$ cat src/rtl/fetch_queue_unit.sv
`default_nettype none
// ============================================================================
// Module   : fetch_queue_unit
// Purpose  : Instruction-fetch stage. Owns the PC, drives the instruction
//            memory address, and buffers fetched {pc, instr} pairs in a
//            DEPTH-entry circular queue that decode drains via valid/ready.
//            A redirect flushes the queue and reloads the PC.
// Ports    : clk, reset        - clock, synchronous active-high reset
//            imem_addr         - fetch address (current PC)
//            imem_rdata        - combinational instruction word for imem_addr
//            redirect/_pc      - flush queue and load new PC
//            out_valid/ready   - head-entry handshake towards decode
//            out_instr/out_pc  - head entry contents
//            out_exc           - head entry is a fetch fault (FETCH_EXC_EN)
//            count             - current queue occupancy
// Options  : `define FETCH_EXC_EN enables fetch-address checking, the
//            out_exc port and the halted state.
// Revision : 1.0 - initial release
// ============================================================================
module fetch_queue_unit #(
    parameter int          DEPTH     = 4,
    parameter logic [31:0] RESET_PC  = 32'h0000_3000,
    parameter logic [31:0] IMEM_BASE = 32'h0000_3000,
    parameter logic [31:0] IMEM_SIZE = 32'h0000_1000
) (
    input  logic                     clk,
    input  logic                     reset,
    output logic [31:0]              imem_addr,
    input  logic [31:0]              imem_rdata,
    input  logic                     redirect,
    input  logic [31:0]              redirect_pc,
    output logic                     out_valid,
    input  logic                     out_ready,
    output logic [31:0]              out_instr,
    output logic [31:0]              out_pc,
`ifdef FETCH_EXC_EN
    output logic                     out_exc,
`endif
    output logic [$clog2(DEPTH):0]   count
);

    localparam int c_PTR_W = $clog2(DEPTH);
    localparam int c_CNT_W = c_PTR_W + 1;

    logic [31:0]        r_pc;
    logic [c_PTR_W-1:0] r_rd_ptr;
    logic [c_PTR_W-1:0] r_wr_ptr;
    logic [c_CNT_W-1:0] r_count;

    logic [31:0]        r_pc_mem    [DEPTH];
    logic [31:0]        r_instr_mem [DEPTH];

    logic               w_halted;
    logic               w_pop;
    logic               w_push;
    logic [31:0]        w_push_instr;

    // A full queue may still accept a push when the head is popped on the
    // same edge: the freed slot is refilled immediately.
    assign w_pop  = (r_count != '0) & out_ready & ~redirect;
    assign w_push = ~redirect & ~w_halted &
                    ((r_count < c_CNT_W'(DEPTH)) | w_pop);

`ifdef FETCH_EXC_EN
    logic               r_halted;
    logic               r_exc_mem [DEPTH];
    logic [31:0]        w_offset;
    logic               w_fault;

    // Window test on the offset from the base avoids overflow of
    // IMEM_BASE + IMEM_SIZE near the top of the address space.
    assign w_offset     = r_pc - IMEM_BASE;
    assign w_fault      = (r_pc[1:0] != 2'b00) | (r_pc < IMEM_BASE) |
                          (w_offset >= IMEM_SIZE);
    assign w_push_instr = w_fault ? 32'h0000_0000 : imem_rdata;
    assign w_halted     = r_halted;

    // After a faulting fetch the stream stops until software redirects.
    always_ff @(posedge clk) begin
        if (reset) begin
            r_halted <= 1'b0;
        end else if (redirect) begin
            r_halted <= 1'b0;
        end else if (w_push && w_fault) begin
            r_halted <= 1'b1;
        end
    end

    always_ff @(posedge clk) begin
        if (w_push && !reset) begin
            r_exc_mem[r_wr_ptr] <= w_fault;
        end
    end

    assign out_exc = (r_count != '0) & r_exc_mem[r_rd_ptr];
`else
    logic w_unused_params;

    assign w_push_instr    = imem_rdata;
    assign w_halted        = 1'b0;
    assign w_unused_params = ^{IMEM_BASE, IMEM_SIZE};
`endif

    // Control state: PC, pointers and occupancy. Redirect outranks any
    // push/pop; pointers wrap naturally because DEPTH is a power of two.
    always_ff @(posedge clk) begin
        if (reset) begin
            r_pc     <= RESET_PC;
            r_rd_ptr <= '0;
            r_wr_ptr <= '0;
            r_count  <= '0;
        end else if (redirect) begin
            r_pc     <= redirect_pc;
            r_rd_ptr <= '0;
            r_wr_ptr <= '0;
            r_count  <= '0;
        end else begin
            if (w_push) begin
                r_pc     <= r_pc + 32'd4;
                r_wr_ptr <= r_wr_ptr + c_PTR_W'(1);
            end
            if (w_pop) begin
                r_rd_ptr <= r_rd_ptr + c_PTR_W'(1);
            end
            if (w_push && !w_pop) begin
                r_count <= r_count + c_CNT_W'(1);
            end else if (!w_push && w_pop) begin
                r_count <= r_count - c_CNT_W'(1);
            end
        end
    end

    // Queue storage needs no reset; occupancy decides what is meaningful.
    always_ff @(posedge clk) begin
        if (w_push && !reset) begin
            r_pc_mem[r_wr_ptr]    <= r_pc;
            r_instr_mem[r_wr_ptr] <= w_push_instr;
        end
    end

    assign imem_addr = r_pc;
    assign out_valid = (r_count != '0);
    assign out_instr = r_instr_mem[r_rd_ptr];
    assign out_pc    = r_pc_mem[r_rd_ptr];
    assign count     = r_count;

endmodule
`default_nettype wire

$ cat config.mk
export PLATFORM = sky130hd
export DESIGN_NAME = fetch_queue_unit
export DESIGN_NICKNAME = d
export VERILOG_FILES = /design/src/rtl/fetch_queue_unit.sv
export SDC_FILE = /design/constraint.sdc
export NUM_CORES = 1
export LEC_CHECK = 0
export ABC_AREA = 1
export BUFFER_PORTS_ARGS = -buffer_cell sky130_fd_sc_hd__buf_4
export CELL_PAD_IN_SITES_DETAIL_PLACEMENT = 1
export CELL_PAD_IN_SITES_GLOBAL_PLACEMENT = 2
export CORE_MARGIN = 10
export CORE_UTILIZATION = 32
export DETAILED_ROUTE_END_ITERATION = 16
export HOLD_SLACK_MARGIN = 0.15
export PLACE_DENSITY_LB_ADDON = 0.1
export SKIP_CTS_REPAIR_TIMING = 1
export SLEW_MARGIN = 20
export SYNTH_ARGS = -nofsm -noshare
export SYNTH_HDL_FRONTEND = slang
export SYNTH_SLANG_ARGS = --single-unit
$ cat constraint.sdc
create_clock -name clk -period 5 [get_ports clk]
set_input_delay 0.75 -clock clk [delete_from_list [all_inputs] [get_ports clk]]
set_output_delay 0.75 -clock clk [all_outputs]
set_load 0.01 [all_outputs]
### Word-level counts from Yosys, hierarchy flattened

Memories as Yosys holds them, arrays and structs flattened. A register that Yosys moved wholly into a read port is not among the register bits.
Index checks and enable logic that the tools add are counted.

* shift-type cells: 0
* multipliers: 0
* reduce and logical (&&, ||, !) cells: 10
* magnitude comparators: 1
* divide/modulo/power cells: 0
* eq/ne operators: 0
* bitwise logic cells: 5
* $add $sub $neg: 5
* multiplexer cells: 10

Operators by type and width (number)
* $mux W32: 2
* $add A32 B3 Y32 const B: 1
* $mux W2: 4
* $mux W3: 2
* $add A2 B1 Y2 const B: 2
* $reduce_bool A2 Y1: 2
* $add A3 B1 Y3 const B: 1
* $and A1 B1 Y1: 3
* $logic_and A1 B1 Y1: 3
* $logic_not A1 Y1: 3
* $lt A3 B3 Y1 const B: 1
* $reduce_bool A3 Y1: 1
* $sub A3 B1 Y3 const B: 1
* $mux W1: 2
* $reduce_or A2 Y1: 1
* $not A1 Y1: 1
* $or A1 B1 Y1: 1

* memory bits (writable): 256
* register bits after elaboration: 39
* bits in read-only memories: 0
* input port bits: 68
* logic and storage cells: 37
* latch bits: 0
* memories kept: 2
* output and inout port bits: 100

Memory list
* r_instr_mem: depth 4, width 32, read ports 1, clocked after memory_dff 1, write ports 1, line 51 `logic [31:0] r_instr_mem [DEPTH];`
* r_pc_mem: depth 4, width 32, read ports 1, clocked after memory_dff 1, write ports 1, line 50 `logic [31:0] r_pc_mem [DEPTH];`

### Logic depth before layout (Yosys ltp)

Gate-level depths: netlist (run 1).

* depth after elaboration: 9
* mapped depth: 10
* depth with buffers taken out: 10

### Least setup slack after synthesis (run 1)

No wires, ideal clock.

* path kind: input-to-reg
* start: input port redirect
* end: memory r_instr_mem[0][0] (enable)
* data arrival time: 4.076 ns
* stages on the path: 6
* library setup time: 0.486 ns
* required time: 4.514 ns
* path slack: 0.438 ns
* path buffers: 1
* path through: buf_2 -> a21oi_2 -> inv_2 -> nor2_4 -> inv_2 -> nor2_1

* cells in the longest elaborated chain, start to end: 7

Ends and longest elaborated chain
* from (decl): line 30 `input logic redirect,`
* $not A1 Y1 *: line 60, 61
* $and A1 B1 Y1: line 60 `assign w_pop = (r_count != '0) & out_ready & ~redirect;`
* $or A1 B1 Y1: line 62 `((r_count < c_CNT_W'(DEPTH)) | w_pop);`
* $and A1 B1 Y1 *: line 61 `assign w_push = ~redirect & ~w_halted &`
* $logic_and A1 B1 Y1 *: line 135 `if (w_push && !reset) begin`
* $mux W1 *: line 135
* $mux W1 (not written as such) *: line 137 `r_instr_mem[r_wr_ptr] <= w_push_instr;`
* to (decl): line 51

Every way passes the cells marked *; elsewhere a longest branch is shown, timed or not.

==> results of run 1 <==
==> power breakdown <==
group	total, mW	switching, mW	internal, mW
Sequential	2.84	0.0727	2.76
Combinational	0.354	0.202	0.152
Clock	2.31	0.969	1.34
==> cell families after synthesis <==
| kind of cell | Yosys count | synth area share, % |
|---|---|---|
| AO/OA/AOI/OAI | 271 | 12.6 |
| XOR/XNOR | 7 | 0.512 |
| adder cells (fa/ha/maj) | 7 | 0.794 |
| buffers and inverters | 106 | 3.52 |
| flip-flops | 297 | 71.1 |
| AND/OR/NAND/NOR | 328 | 11.5 |
==> worst max-delay path: stages (launching register included) <==
cell     delay, ns
dfxtp_4       0.73
buf_4         0.73
o21ai_0       0.19
o22ai_1       0.31
buf_4         0.18
==> cells in the mapped netlist, drive strengths merged <==
cell and number:
edfxtp 256, nand2 95, nand4 7, buf 18, a22oi 14, nor3b 1, o221ai 2, o21bai 2
dfxtp 41, clkinv 1, o21a 1, o21ai 154, inv 52, nand3 36, nor3 2, xor2 5
nor2 187, a21oi 23, a31oi 5, xnor2 2, clkbuf 35, o2bb2ai 1, a211oi 2, o22ai 66
ha 6, fa 1, o211ai 1
==> layer usage <==
layer	vias up	part of all wire, %	wire (microns)
li1	3998	-	-
met1	4176	46	16300
met2	147	48	16900
met3	39	4.8	1680
met4	0	1.2	435
met5	-	0	0
==> final timing paths <==
kind,startpoint,end,slack (ns),cells after the start
setup / recovery,flip-flop,out_instr[2],1.52,4
hold / removal,imem_rdata[3],r_instr_mem[2][3],0.45,1
setup reg to reg,count[2],r_instr_mem[1][23],2.36,7
hold reg to reg,r_rd_ptr[1],flip-flop,0.48,2
==> metrics by stage <==
stage | total power [mW] | hold WS, ns | util, % | worst slack [ns] | instances
after global placement | 3.25 | 0.445 | 37.5 | 1.70 | 1611
after detailed placement | 3.25 | 0.471 | 37.5 | 1.66 | 1611
after floorplan | 3.02 | 0.436 | - | 0.438 | 1016
final | 5.50 | 0.447 | 40.3 | 1.52 | 1672
after global routing | 5.73 | 0.424 | 40.3 | 1.27 | 1672
after CTS | 5.59 | 0.424 | 40.3 | 1.43 | 1672
==> final cells by class <==
cell class / count / share of cell area, %
flip-flops and latches: 297 / 57.4
clock buffers: 49 / 6.47
well taps: 468 / 3.95
clock inverters: 12 / 0.532
multi-input cells: 613 / 20.7
repair buffers: 180 / 9.54
inverters: 53 / 1.36
==> state kept, by name, indices dropped and copies added (netlist names), named ones only <==
register / count
imem_addr: 32
r_pc_mem: 128
r_instr_mem: 128
r_rd_ptr: 2
r_wr_ptr: 2
count: 3
==> impl_metrics.tcl, run 1 <==
set metrics [dict create \
    gr-usage-met2_pct 25.6 \
    startpoint_type "flip-flop" \
    crit_arrival_ns 2.73 \
    antenna_found_initial 0 \
    drive_gt1_share_pct 21.4 \
    dieWidth_microns 213 \
    yosys_register_bits 297 \
    peakVddDrop_v 0.000194 \
    period_share_pct 69.6 \
    crit_fanout 76 \
    synth.distinct_cells 37 \
    setup_violations 0 \
    numPortBuffers 167 \
    synth_area_leader_cell "edfxtp_1" \
    layout_common_cells "edfxtp_1, buf_4, nor2_1" \
    placed_cell_area_sq_um 13800 \
    critPathKind "flip-flop to primary output" \
    finalCriticalPeriod_ns 3.48 \
    finalMaxSlewViolations 0 \
    cts_root_buf "clkbuf_16" \
    final_nets 1255 \
    synth_seq_area_share_pct 71.1 \
    final_common_cell "edfxtp_1" \
    antenna_cells 0 \
    status "finished, final reports clean" \
    area_growth_pct 23.8 \
    cts_num_sinks 297 \
    grt.met3_usage_pct 3.26 \
    hold_path.class "primary input to flip-flop" \
    grt_busiest_layer "met2" \
    first_pass_iters 4 \
    slew_headroom_pct 42.0 \
    synth.area.top_cells "edfxtp_1, dfxtp_1, o21ai_0" \
    tightestPinTransition_ns 0.870 \
    grt_pass1_vias 8919 \
    drt_wl_total_microns 35400 \
    clock_path_buffers 3 \
    required_ns 4.25 \
    insertion_delay_ns 0.52 \
    start_util_pct 32.5 \
    via_per_inst 5.00 \
    clkTransAtPathRegs_ns 0.06 \
    ant_nets 0 \
    grt_usage_pct 15.3 \
    p_leak_nw 5.32 \
    syn-num-nets 1091 \
    die_h_microns 213 \
    core_sq_um 36800 \
    place_congestion 0.769 \
    grtUsageMet1_pct 20.3 \
    cts_tree "yes" \
    synthesis.area_sq_um 12000 \
    grt_max_degree 77 \
    dieArea_sq_um 45600 \
    drt_iter0_markers 379 \
    avgRoutedWirePerCell_microns 21.2 \
    power_density_nw_per_um2 371 \
    grt_pass1_wl_microns 54000 \
    yosysTopAreaCellShare_pct 64.2 \
    htreeDepth 2 \
    yosysWarnings 0 \
    cap_violations 0 \
    overflow 0 \
    rows 70 \
    dp_hpwl_microns 22800 \
    timing.fmax_mhz 287 \
    fillCellCount 3969 \
    syn_inst 1016 \
    dr_total_vias 8360 \
    synth.avg_cell_area_sq_um 11.8 \
    skew_ns 0.0201 \
    route.detailed.drc 0 \
    setup-tns-final_ns 0 \
    numCtsBuffers 35 \
    ios 168 \
    endpoint_kind "primary output" \
    seqCellArea_sq_um 8510 \
    grt_setup_unrepaired "no" \
    multi_input_area_sq_um 3070 \
    final_hold_viol_count 0 \
    final_area_sq_um 14800 \
]
No activity file was read; power rests on OpenSTA's default activity.
==> run 2: changes to the inputs <==
Settings changed: ABC_AREA 1 to 0.
Clock period 5 ns to 3.3 ns, I/O delays scaled along.
==> run 2 against run 1 <==
Effect of this change: die area fell by 2.6%; first-iteration DRC count fell by 7.4%; setup slack got worse by 1.0 ns; critical path type unchanged; design area increased by 0.27%; routed wire length decreased by 11%; sequential power rose by 51%; critical endpoint is now out_pc[7].
==> impl_metrics.tcl, run 2 <==
set metrics [dict create \
    status "finished, final reports clean" \
    async_flop_share_pct 0 \
    route.detailed.drc 0 \
    peakVddDrop_v 0.000359 \
    finalCriticalPeriod_ns 2.83 \
    cap_violations 0 \
    synth_seq_area_share_pct 73.1 \
    crit_fanout 27 \
    syn-num-nets 713 \
    slew_headroom_pct 22.1 \
    pwr-share-seq_pct 51.5 \
    clkTransAtPathRegs_ns 0.06 \
    synth_compound_gate_area_share_pct 4.15 \
    clock_path_buffers 3 \
    synth_mux_area_share_pct 12.8 \
    start_util_pct 32.5 \
    cts_tree "yes" \
    first_pass_iters 4 \
    antenna_found_initial 0 \
    yosys.area_share.xor_xnor_pct 1.13 \
    skew_ns 0.00576 \
    die_h_microns 211 \
    final_hold_viol_count 0 \
    synth-simple-area-share_pct 6.27 \
    endpoint_kind "primary output" \
    synth_ff_type "edfxtp_1" \
    yosysTopAreaCellShare_pct 66.1 \
    dieWidth_microns 211 \
    p_clk_share_pct 41.5 \
    antenna_cells 0 \
    hold_path.class "primary input to flip-flop" \
    comb_power_share_pct 7.0 \
    final_nets 924 \
    area_growth_pct 27.8 \
    via_per_inst 5.02 \
    p_leak_nw 4.99 \
    required_ns 2.80 \
    critPathKind "flip-flop to primary output" \
    synthAdderAreaFrac_pct 0.818 \
    place_congestion 0.730 \
    switching_share_pct 21.9 \
    final_cells 1334 \
    cts_root_buf "clkbuf_16" \
    grt_pass1_wl_microns 47000 \
    grt_usage_pct 13.9 \
    grt_pass1_vias 7177 \
    tightestPinTransition_ns 1.16 \
    final_util_pct 41.6 \
    period_share_pct 85.7 \
    p_sw_mw 1.82 \
    htreeDepth 1 \
    numPortBuffers 167 \
    yosys_register_bits 297 \
    slowest_stage "dfxtp_4" \
    drt_iter0_markers 351 \
    dp_hpwl_microns 20600 \
    synth.area.top_cells "edfxtp_1, mux4_2, dfxtp_1" \
    grt_max_degree 65 \
    power_density_nw_per_um2 560 \
    numCtsBuffers 31 \
    fillCellCount 3559 \
    finalPower_mw 8.33 \
    synth_top_family_by_area "multiplexers" \
    setup_violations 0 \
    rows 69 \
    worstPathCellList "buf_12 > mux4_2 > buf_4" \
    synth-edff-count 256 \
    synth_common_cells "edfxtp_1, mux4_2, dfxtp_1, nor2_1" \
    drive_gt1_share_pct 35.3 \
    synthesis.area_sq_um 11600 \
    dieArea_sq_um 44400 \
    overflow 0 \
    grt_setup_unrepaired "no" \
    core_sq_um 35700 \
    synth.avg_cell_area_sq_um 18.2 \
    final_common_cell "edfxtp_1" \
    hold_ws_ns 0.169 \
    ant_nets 0 \
    drt_wl_total_microns 31600 \
    finalMaxSlewViolations 0 \
    avgRoutedWirePerCell_microns 23.7 \
    internal-power_mw 6.51 \
    dr_total_vias 6696 \
    synth.distinct_cells 48 \
    max_stage_delay_ns 0.70 \
    yosysMostFrequentCell "edfxtp_1" \
    layout_common_cells "edfxtp_1, buf_4, mux4_2" \
    timing.fmax_mhz 354 \
    yosysWarnings 0 \
    cts_num_sinks 297 \
    crit_arrival_ns 2.33 \
    startpoint_type "flip-flop" \
    syn_inst 638 \
    ios 168 \
    dpl.cell_count 1246 \
    synth_area_leader_cell "edfxtp_1" \
    setup-tns-final_ns 0 \
    insertion_delay_ns 0.55 \
]
-- run 2: cell types whose count changed after synthesis, moves of 36 or more --
cell,before,now
inv_1,48,12
mux4_2,0,64
nand2_1,87,23
nor2_1,178,29
o21ai_0,151,8
o22ai_1,66,1
-- run 2: cell families after synthesis --
kind of cell	count (synthesis)
mux	69
fa+ha+maj	7
flops	297
buf+inv	48
xor+xnor	15
simple gates	136
compound gates	66
-- run 2: layer usage --
layer / routed length [microns] / global-route usage (%) / up-vias
li1: - / - / 3028
met1: 14100 / 18.3 / 3475
met2: 15500 / 23.2 / 162
met3: 1660 / 2.92 / 31
met4: 381 / 2.65 / 0
met5: 0 / 0 / -
-- run 2: critical path, delay by kind of cell, from the launching register on --
family                 cells  cell delay, ns
flip-flops                 1            0.70
buffers and inverters      2            0.48
multiplexers               1            0.57
-- run 2: path summary, 6_finish.rpt --
| kind | endpoint | slack (ns) | cells after the start | from |
|---|---|---|---|---|
| max | out_pc[7] | 0.47 | 3 | flip-flop |
| max reg2reg | imem_addr[28] | 0.82 | 5 | imem_addr[3] |
| min reg2reg | r_wr_ptr[1] | 0.50 | 2 | r_wr_ptr[1] |
| min | r_instr_mem[0][4] | 0.17 | 1 | imem_rdata[4] |
-- run 2: area by class of cell --
class / count / area, sq um / area share [%]
clock buffer: 35 / 791 / 5.32
clock inverter: 22 / 219 / 1.47
inverter: 13 / 48.8 / 0.328
multi-input combinational: 293 / 2950 / 19.8
sequential: 297 / 8520 / 57.3
tap: 461 / 577 / 3.88
timing repair buffer: 213 / 1760 / 11.9
-- run 2: power groups by stage --
stage | clock, mW | sequential (mW) | combinational [mW]
after floorplan | 0 | 4.35 | 0.244
after global placement | 0 | 4.36 | 0.559
after detailed placement | 0 | 4.37 | 0.566
after CTS | 3.56 | 4.29 | 0.568
after global routing | 3.71 | 4.31 | 0.636
final | 3.46 | 4.29 | 0.581
-- run 2: metrics by stage --
stage                     setup WS (ns)  area [sq um]
after floorplan                   0.348         11600
after global placement            0.783         13500
after detailed placement          0.721         13500
after CTS                         0.392         14600
after global routing              0.314         14900
final                             0.472         14900
